<file path="src/rtl/car_traffic_controller_pkg.sv">
// Shared game constants: display timing, lane geometry, car table helpers
// and the car controller state encoding.
package car_traffic_controller_pkg;

    localparam int H_DISPLAY   = 640;
    localparam int H_FRONT     = 16;
    localparam int H_SYNC      = 96;
    localparam int H_BACK      = 48;
    localparam int V_DISPLAY   = 480;
    localparam int V_FRONT     = 10;
    localparam int V_SYNC      = 2;
    localparam int V_BACK      = 33;

    localparam int NUM_CARS    = 8;
    localparam int COORD_W     = 10;
    localparam int LEVEL_W     = 4;
    localparam int SPEED_W     = 5;
    localparam int IDX_W       = 3;
    localparam int LANE_Y0     = 64;
    localparam int LANE_PITCH  = 48;
    localparam int X_PITCH     = 80;

    typedef enum logic [1:0] {
        IDLE   = 2'd0,
        LOAD   = 2'd1,
        UPDATE = 2'd2
    } car_state_e;

    // Start-of-level position of car i along one axis.
    function automatic logic [COORD_W-1:0] lane_pos(input int unsigned i,
                                                    input int unsigned origin,
                                                    input int unsigned pitch);
        return COORD_W'(origin + i * pitch);
    endfunction

endpackage

</file>
<file path="src/rtl/car_traffic_controller_if.sv">
// Game-side bundle between the traffic controller and the level/display logic.
interface car_traffic_controller_if;
    import car_traffic_controller_pkg::*;

    logic               vsync;
    logic [LEVEL_W-1:0] current_level;
    logic               pause;
    logic [COORD_W-1:0] car_x_0, car_x_1, car_x_2, car_x_3;
    logic [COORD_W-1:0] car_x_4, car_x_5, car_x_6, car_x_7;
    logic [COORD_W-1:0] car_y_0, car_y_1, car_y_2, car_y_3;
    logic [COORD_W-1:0] car_y_4, car_y_5, car_y_6, car_y_7;
    logic               busy;

    modport master (
        output vsync, current_level, pause,
        input  car_x_0, car_x_1, car_x_2, car_x_3, car_x_4, car_x_5, car_x_6, car_x_7,
        input  car_y_0, car_y_1, car_y_2, car_y_3, car_y_4, car_y_5, car_y_6, car_y_7,
        input  busy
    );

    modport slave (
        input  vsync, current_level, pause,
        output car_x_0, car_x_1, car_x_2, car_x_3, car_x_4, car_x_5, car_x_6, car_x_7,
        output car_y_0, car_y_1, car_y_2, car_y_3, car_y_4, car_y_5, car_y_6, car_y_7,
        output busy
    );

endinterface

</file>
<file path="src/rtl/car_traffic_controller_car_step.sv">
// Combinational next-x for one car with horizontal wrap.
// CAR_ALTERNATE_DIR_EN: when defined, cars flagged move_left travel leftwards.
module car_step
    import car_traffic_controller_pkg::*;
#(
    parameter int H_DISP = car_traffic_controller_pkg::H_DISPLAY
) (
    input  logic [COORD_W-1:0] x,
    input  logic [SPEED_W-1:0] speed,
    input  logic               move_left,
    output logic [COORD_W-1:0] nx
);

    localparam logic [COORD_W:0] H_W = (COORD_W+1)'(H_DISP);

    logic [COORD_W:0] x_w_s;
    logic [COORD_W:0] spd_w_s;
    logic [COORD_W:0] res_s;

    assign x_w_s   = {1'b0, x};
    assign spd_w_s = {{(COORD_W+1-SPEED_W){1'b0}}, speed};

`ifdef CAR_ALTERNATE_DIR_EN
    // Left movers wrap from the left edge onto the right side of the screen.
    always_comb begin
        res_s = x_w_s + spd_w_s;
        if (move_left) begin
            if (x_w_s >= spd_w_s) begin
                res_s = x_w_s - spd_w_s;
            end else begin
                res_s = x_w_s + H_W - spd_w_s;
            end
        end else if (res_s >= H_W) begin
            res_s = res_s - H_W;
        end else begin
            res_s = res_s;
        end
    end
`else
    logic unused_move_left_s;
    assign unused_move_left_s = move_left;

    // Right movers wrap from the right edge back to x=0 side.
    always_comb begin
        res_s = x_w_s + spd_w_s;
        if (res_s >= H_W) begin
            res_s = res_s - H_W;
        end else begin
            res_s = res_s;
        end
    end
`endif

    assign nx = COORD_W'(res_s);

endmodule

</file>
<file path="src/rtl/car_traffic_controller.sv">
// Eight-car traffic controller: reloads the car table on level change and
// advances one car per cycle after each vsync tick. Honours CAR_ALTERNATE_DIR_EN.
module car_traffic_controller
    import car_traffic_controller_pkg::*;
#(
    parameter int H_DISPLAY  = car_traffic_controller_pkg::H_DISPLAY,
    parameter int BASE_SPEED = 1,
    parameter int LANE_Y0    = car_traffic_controller_pkg::LANE_Y0,
    parameter int LANE_PITCH = car_traffic_controller_pkg::LANE_PITCH,
    parameter int X_PITCH    = car_traffic_controller_pkg::X_PITCH
) (
    input  logic                     clk,
    input  logic                     reset,
    car_traffic_controller_if.slave  bus
);

    logic               vs_q,    vs_d;
    logic [LEVEL_W-1:0] lvl_q,   lvl_d;
    car_state_e         state_q, state_d;
    logic [IDX_W-1:0]   idx_q,   idx_d;
    logic               busy_q,  busy_d;
    logic [COORD_W-1:0] car_x_q [NUM_CARS];
    logic [COORD_W-1:0] car_x_d [NUM_CARS];
    logic [COORD_W-1:0] car_y_q [NUM_CARS];
    logic [COORD_W-1:0] car_y_d [NUM_CARS];

    logic               tick_s;
    logic               lvl_chg_s;
    logic               car_active_s;
    logic [SPEED_W-1:0] speed_s;
    logic [COORD_W-1:0] sel_x_s;
    logic [COORD_W-1:0] step_x_s;

    assign tick_s       = bus.vsync & ~vs_q;
    assign lvl_chg_s    = (bus.current_level != lvl_q);
    assign car_active_s = (bus.current_level > {1'b0, idx_q});
    assign speed_s      = SPEED_W'(BASE_SPEED) + {1'b0, bus.current_level};
    assign sel_x_s      = car_x_q[idx_q];

    car_step #(
        .H_DISP (H_DISPLAY)
    ) u_car_step (
        .x         (sel_x_s),
        .speed     (speed_s),
        .move_left (idx_q[0]),
        .nx        (step_x_s)
    );

    // Next-state and datapath: a level change overrides any idle or update work.
    always_comb begin
        vs_d    = bus.vsync;
        lvl_d   = lvl_q;
        state_d = state_q;
        idx_d   = idx_q;
        car_x_d = car_x_q;
        car_y_d = car_y_q;
        case (state_q)
            LOAD: begin
                for (int i = 0; i < NUM_CARS; i++) begin
                    car_x_d[i] = lane_pos(i, 0, X_PITCH);
                    car_y_d[i] = lane_pos(i, LANE_Y0, LANE_PITCH);
                end
                lvl_d   = bus.current_level;
                idx_d   = '0;
                state_d = IDLE;
            end
            IDLE: begin
                if (lvl_chg_s) begin
                    state_d = LOAD;
                end else if (tick_s && !bus.pause) begin
                    state_d = UPDATE;
                    idx_d   = '0;
                end else begin
                    state_d = IDLE;
                end
            end
            UPDATE: begin
                if (lvl_chg_s) begin
                    state_d = LOAD;
                end else begin
                    if (car_active_s) begin
                        car_x_d[idx_q] = step_x_s;
                    end else begin
                        car_x_d[idx_q] = car_x_q[idx_q];
                    end
                    idx_d = idx_q + 3'd1;
                    if (idx_q == 3'd7) begin
                        state_d = IDLE;
                    end else begin
                        state_d = UPDATE;
                    end
                end
            end
            default: begin
                state_d = IDLE;
                idx_d   = '0;
            end
        endcase
        busy_d = (state_d != IDLE);
    end

    // State and car table registers; reset loads the level-0 table.
    always_ff @(posedge clk) begin
        if (reset) begin
            vs_q    <= 1'b0;
            lvl_q   <= '0;
            state_q <= IDLE;
            idx_q   <= '0;
            busy_q  <= 1'b0;
            for (int i = 0; i < NUM_CARS; i++) begin
                car_x_q[i] <= lane_pos(i, 0, X_PITCH);
                car_y_q[i] <= lane_pos(i, LANE_Y0, LANE_PITCH);
            end
        end else begin
            vs_q    <= vs_d;
            lvl_q   <= lvl_d;
            state_q <= state_d;
            idx_q   <= idx_d;
            busy_q  <= busy_d;
            car_x_q <= car_x_d;
            car_y_q <= car_y_d;
        end
    end

    assign bus.busy    = busy_q;
    assign bus.car_x_0 = car_x_q[0];
    assign bus.car_x_1 = car_x_q[1];
    assign bus.car_x_2 = car_x_q[2];
    assign bus.car_x_3 = car_x_q[3];
    assign bus.car_x_4 = car_x_q[4];
    assign bus.car_x_5 = car_x_q[5];
    assign bus.car_x_6 = car_x_q[6];
    assign bus.car_x_7 = car_x_q[7];
    assign bus.car_y_0 = car_y_q[0];
    assign bus.car_y_1 = car_y_q[1];
    assign bus.car_y_2 = car_y_q[2];
    assign bus.car_y_3 = car_y_q[3];
    assign bus.car_y_4 = car_y_q[4];
    assign bus.car_y_5 = car_y_q[5];
    assign bus.car_y_6 = car_y_q[6];
    assign bus.car_y_7 = car_y_q[7];

endmodule

</file>
<file path="src/flat_wrapper.sv">
// flat-port wrapper written by rule: the top's interface ports become plain ports
module car_traffic_controller_flat import car_traffic_controller_pkg::*;
#(
    parameter int H_DISPLAY  = car_traffic_controller_pkg::H_DISPLAY,
    parameter int BASE_SPEED = 1,
    parameter int LANE_Y0    = car_traffic_controller_pkg::LANE_Y0,
    parameter int LANE_PITCH = car_traffic_controller_pkg::LANE_PITCH,
    parameter int X_PITCH    = car_traffic_controller_pkg::X_PITCH
)
  (clk, reset, bus_vsync, bus_current_level, bus_pause, bus_car_x_0, bus_car_x_1, bus_car_x_2, bus_car_x_3, bus_car_x_4, bus_car_x_5, bus_car_x_6, bus_car_x_7, bus_car_y_0, bus_car_y_1, bus_car_y_2, bus_car_y_3, bus_car_y_4, bus_car_y_5, bus_car_y_6, bus_car_y_7, bus_busy);
  car_traffic_controller_if bus_i ();
  input  logic clk;
  input  logic reset;
  input wire logic [$bits(bus_i.vsync)-1:0] bus_vsync;
  input wire logic [$bits(bus_i.current_level)-1:0] bus_current_level;
  input wire logic [$bits(bus_i.pause)-1:0] bus_pause;
  output wire logic [$bits(bus_i.car_x_0)-1:0] bus_car_x_0;
  output wire logic [$bits(bus_i.car_x_1)-1:0] bus_car_x_1;
  output wire logic [$bits(bus_i.car_x_2)-1:0] bus_car_x_2;
  output wire logic [$bits(bus_i.car_x_3)-1:0] bus_car_x_3;
  output wire logic [$bits(bus_i.car_x_4)-1:0] bus_car_x_4;
  output wire logic [$bits(bus_i.car_x_5)-1:0] bus_car_x_5;
  output wire logic [$bits(bus_i.car_x_6)-1:0] bus_car_x_6;
  output wire logic [$bits(bus_i.car_x_7)-1:0] bus_car_x_7;
  output wire logic [$bits(bus_i.car_y_0)-1:0] bus_car_y_0;
  output wire logic [$bits(bus_i.car_y_1)-1:0] bus_car_y_1;
  output wire logic [$bits(bus_i.car_y_2)-1:0] bus_car_y_2;
  output wire logic [$bits(bus_i.car_y_3)-1:0] bus_car_y_3;
  output wire logic [$bits(bus_i.car_y_4)-1:0] bus_car_y_4;
  output wire logic [$bits(bus_i.car_y_5)-1:0] bus_car_y_5;
  output wire logic [$bits(bus_i.car_y_6)-1:0] bus_car_y_6;
  output wire logic [$bits(bus_i.car_y_7)-1:0] bus_car_y_7;
  output wire logic [$bits(bus_i.busy)-1:0] bus_busy;
  assign bus_i.vsync = bus_vsync;
  assign bus_i.current_level = bus_current_level;
  assign bus_i.pause = bus_pause;
  assign bus_car_x_0 = bus_i.car_x_0;
  assign bus_car_x_1 = bus_i.car_x_1;
  assign bus_car_x_2 = bus_i.car_x_2;
  assign bus_car_x_3 = bus_i.car_x_3;
  assign bus_car_x_4 = bus_i.car_x_4;
  assign bus_car_x_5 = bus_i.car_x_5;
  assign bus_car_x_6 = bus_i.car_x_6;
  assign bus_car_x_7 = bus_i.car_x_7;
  assign bus_car_y_0 = bus_i.car_y_0;
  assign bus_car_y_1 = bus_i.car_y_1;
  assign bus_car_y_2 = bus_i.car_y_2;
  assign bus_car_y_3 = bus_i.car_y_3;
  assign bus_car_y_4 = bus_i.car_y_4;
  assign bus_car_y_5 = bus_i.car_y_5;
  assign bus_car_y_6 = bus_i.car_y_6;
  assign bus_car_y_7 = bus_i.car_y_7;
  assign bus_busy = bus_i.busy;
  car_traffic_controller #(.H_DISPLAY(H_DISPLAY), .BASE_SPEED(BASE_SPEED), .LANE_Y0(LANE_Y0), .LANE_PITCH(LANE_PITCH), .X_PITCH(X_PITCH)) u_core (.clk(clk), .reset(reset), .bus(bus_i));
endmodule
</file>
<file path="config.mk">
export PLATFORM = sky130hd
export DESIGN_NAME = car_traffic_controller_flat
export DESIGN_NICKNAME = d
export VERILOG_FILES = /design/src/rtl/car_traffic_controller_pkg.sv /design/src/rtl/car_traffic_controller_if.sv /design/src/rtl/car_traffic_controller_car_step.sv /design/src/rtl/car_traffic_controller.sv /design/src/flat_wrapper.sv
export SDC_FILE = /design/constraint.sdc
export NUM_CORES = 1
export LEC_CHECK = 0
export ABC_AREA = 1
export ABC_CLOCK_PERIOD_IN_PS = 4400
export BUFFER_PORTS_ARGS = -buffer_cell sky130_fd_sc_hd__buf_2
export CAP_MARGIN = 30
export CORE_MARGIN = 1
export CORE_UTILIZATION = 25
export CTS_BUF_LIST = sky130_fd_sc_hd__clkbuf_16
export CTS_CLUSTER_DIAMETER = 150
export DETAILED_ROUTE_END_ITERATION = 6
export HOLD_SLACK_MARGIN = 0.06
export PLACE_DENSITY = 0.43
export SLEW_MARGIN = 5
export SYNTH_ARGS = -nofsm -noshare
export SYNTH_HDL_FRONTEND = slang
export SYNTH_SLANG_ARGS = --single-unit
</file>
<file path="constraint.sdc">
create_clock -name clk -period 4.4 [get_ports clk]
set_clock_uncertainty 0.1 [all_clocks]
set_input_delay 0 -clock clk [delete_from_list [all_inputs] [get_ports clk]]
set_output_delay 0 -clock clk [all_outputs]
set_load 0.01 [all_outputs]
</file>
==> results.sh <==
export IMPL_yosysMostFrequentCell="nand2_1"
export IMPL_routed_wl_um=19900
export IMPL_crit_path_top_delay_cell="fa_1"
export IMPL_min_path_type="primary input to register"
export IMPL_final_util_pct=29.8
export IMPL_grt_usage_pct=18.4
export IMPL_cp_slowest_stage_delay_ps=400
export IMPL_dieArea_um2=22100
export IMPL_slew_viol_final=0
export IMPL_ys_types=37
export IMPL_p_switching_mw=0.703
export IMPL_hold_path_end="u_core.state_q[1]"
export IMPL_ctsResizeCount=0
export IMPL_synthTopCellsByArea="dfxtp_1, nand2_1, buf_4, a21oi_1, inv_1"
export IMPL_core_um2=21000
export IMPL_wl_per_cell_um=16.6
export IMPL_worstHoldStart="bus_pause"
export IMPL_critPathKind="register to register"
export IMPL_fmaxAchievable_ghz=0.258
export IMPL_drt_pass1_iter_count=4
export IMPL_placedCellCount=1177
export IMPL_r2r_setup_slack_ps=530
export IMPL_ys_async_sr_fraction_pct=0
export IMPL_hold_viol=0
export IMPL_synth_top_area_share_pct=33.9
export IMPL_finalSetupTns_ps=0
export IMPL_synth_edff_count=0
export IMPL_worst_slack_ps=527
export IMPL_clk_pin_slew_worst_paths_ps=70
export IMPL_cp_required_ps=4530
export IMPL_intPower_mw=1.44
export IMPL_htreeDepth=3
export IMPL_gp_congestion=0.896
export IMPL_ir_drop_v=0.000185
export IMPL_ys_seq_area_share_pct=33.9
export IMPL_regToRegEndpoint="u_core.bus.car_x_5[4]"
export IMPL_syn_to_final_growth_pct=16.8
export IMPL_tightest_slew_ps=956
export IMPL_p_seq_share_pct=40.0
export IMPL_p_clk_share_pct=39.7
export IMPL_cts_sinks=91
export IMPL_rsz0062_at_grt="false"
export IMPL_cts_buffers=9
export IMPL_finalNetCount=937
export IMPL_sw_frac_of_total_pct=32.7
export IMPL_layout_cells_non_filler=1198
export IMPL_drive_gt1_share_pct=14.6
export IMPL_synth_top_area_cell="dfxtp_1"
export IMPL_grt_pass1_wl_um=29900
export IMPL_cp_end_kind="register"
export IMPL_cap_violations=0
export IMPL_netlist_area_um2=5370
export IMPL_antenna_cells=0
export IMPL_setup_violations=0
export IMPL_p_per_area_nw_per_um2=342
export IMPL_cp_arrival_ps=4000
export IMPL_cts_setup_buffers=0
export IMPL_hpwl_um=14900
export IMPL_die_w_um=149
export IMPL_drt_initial_drc_count=362
export IMPL_startpoint_type="register"
export IMPL_antenna_found_initial=0
export IMPL_status="completed"
export IMPL_fin_crit_sh_pct=88.0
export IMPL_r2r_cells=18
export IMPL_cts_hold_buf=5
export IMPL_grt_pass1_vias=4955
export IMPL_multiInputGateArea_um2=2800
export IMPL_post_place_ws_ps=569
export IMPL_grt_start_max_net_pins=74
export IMPL_relSlewSlack_pct=36.1
export IMPL_cts_max_path_buffers=2
export IMPL_ys_ff_latch=91
export IMPL_io_pins=169
export IMPL_ys_warn_count=0
export IMPL_die_y_um=149
export IMPL_tritoncts="built"
export IMPL_min_period_ps=3870
export IMPL_syn_inst=817
export IMPL_cts_root_buf="clkbuf_16"
export IMPL_insertion_delay_ps=360
export IMPL_synthTopCellsByCount="nand2_1, dfxtp_1, inv_1"
export IMPL_worstPathCellList="inv_1 -> buf_4 -> nand2_1 -> inv_1 -> a221oi_1 -> nand4_1 -> inv_1 -> ha_1 -> inv_1 -> fa_1 -> nand3_1 -> nand3_1 -> nor3_1 -> nor2_1 -> o21ai_0 -> inv_1 -> o32ai_1 -> nand2_1"
export IMPL_reg2reg_from="u_core.idx_q[0]"
export IMPL_p_leak_nw=2.98
export IMPL_drtAntennaViolNets=0
export IMPL_avgSynthCellArea_um2=6.57
export IMPL_grt_overflow=0
export IMPL_comb_power_share_pct=20.3
export IMPL_ff_latch_area_um2=1820
export IMPL_hold_depth=5
export IMPL_start_util_pct=25.5
export IMPL_cp_common_cell="inv_1"
export IMPL_power_mw=2.15
export IMPL_fillCellCount=2386
export IMPL_drc_errors=0
export IMPL_viasPerCell=4.40
export IMPL_vias=5272
export IMPL_port_buffer_count=88
export IMPL_rows=53
export IMPL_synth_flop_cell="dfxtp_1"
export IMPL_path_max_fanout=17
## logic make-up (layout without fill, tap and decap cells)
group / Yosys count / count (layout) / share of synthesized area (%)
buffers and inverters: 194 / 222 / 19.3
XOR/XNOR: 6 / 6 / 0.979
flip-flops: 91 / 91 / 33.9
other: 2 / 80 / 0.140
AND/OR/NAND/NOR: 369 / 369 / 28.2
adder cells (fa/ha/maj): 11 / 11 / 2.70
AO/OA/AOI/OAI: 144 / 144 / 14.8
## how the worst max path moves through the flow
stage                               start                     to  slack [ps]
after global placement    u_core.idx_q[0]  u_core.bus.car_x_5[4]         560
final                     u_core.idx_q[0]  u_core.bus.car_x_5[4]         530
after CTS                 u_core.idx_q[0]  u_core.bus.car_x_5[4]         540
after global routing      u_core.idx_q[0]  u_core.bus.car_x_5[4]         160
after floorplan           u_core.idx_q[0]  u_core.bus.car_x_5[8]        1100
after detailed placement  u_core.idx_q[0]  u_core.bus.car_x_7[4]         570
## layer usage
metal | vias up | part of all wire (%) | track usage, %
met5 | - | 0 | 0
met4 | 0 | 2.9 | 8.09
met3 | 35 | 4.6 | 3.13
met2 | 182 | 47 | 29.3
met1 | 2414 | 46 | 24.4
li1 | 2641 | - | -
## layout make-up
type / count / area share (%)
multi-input cells: 610 / 44.7
inverters: 95 / 5.69
flip-flops and latches: 91 / 29.1
well taps: 275 / 5.49
clock inverters: 7 / 1.48
repair buffers: 111 / 9.98
clock buffers: 9 / 3.59
## power by group through the flow
stage | Sequential [mW] | Clock (mW) | Combinational (mW)
global route | 0.860 | 0.916 | 0.480
floorplan | 0.882 | 0 | 0.322
CTS | 0.858 | 0.877 | 0.435
detailed placement | 0.878 | 0 | 0.430
global placement | 0.878 | 0 | 0.431
finish | 0.858 | 0.852 | 0.436
## critical path, delay by kind of cell (launching register included)
family,cells,cell delay [ps]
adders and majority gates,2,540
and+or+nand+nor,7,1040
AOI/OAI and AO/OA,3,900
buffers and inverters,6,820
DFF,1,330
## metrics by stage
stage / cell area, µm² / hold WS (ps)
floorplan: 5660 / 20.4
global placement: 5900 / 116
detailed placement: 5900 / 123
CTS: 6270 / 83.8
global route: 6270 / 141
finish: 6270 / 86.4
## registers in the layout, indices dropped and copies added (netlist names), 10 cells and up
register	cells
u_core.bus.car_x_5	10
u_core.bus.car_x_7	10
u_core.bus.car_x_0	10
u_core.bus.car_x_3	10
u_core.bus.car_x_1	10
u_core.bus.car_x_4	10
u_core.bus.car_x_6	10
u_core.bus.car_x_2	10
## layout by cell type, fill, tap and decap left out, types with 3 or more instances in the layout
cell,n
dlygate4sd3_1,5
conb_1,80
nor3_1,5
nor2_2,4
nor2_1,54
a211oi_1,3
o21ai_0,35
clkbuf_16,9
a22oi_1,3
inv_1,88
inv_2,5
o21ai_1,4
o21a_1,4
nand3_1,40
buf_2,88
nand4_1,9
a21oi_1,82
ha_1,10
a221oi_1,3
nand2_1,248
xor2_1,4
clkinv_1,4
buf_4,18
o32ai_1,4
dfxtp_1,91
(Power assumes the default switching activity.)
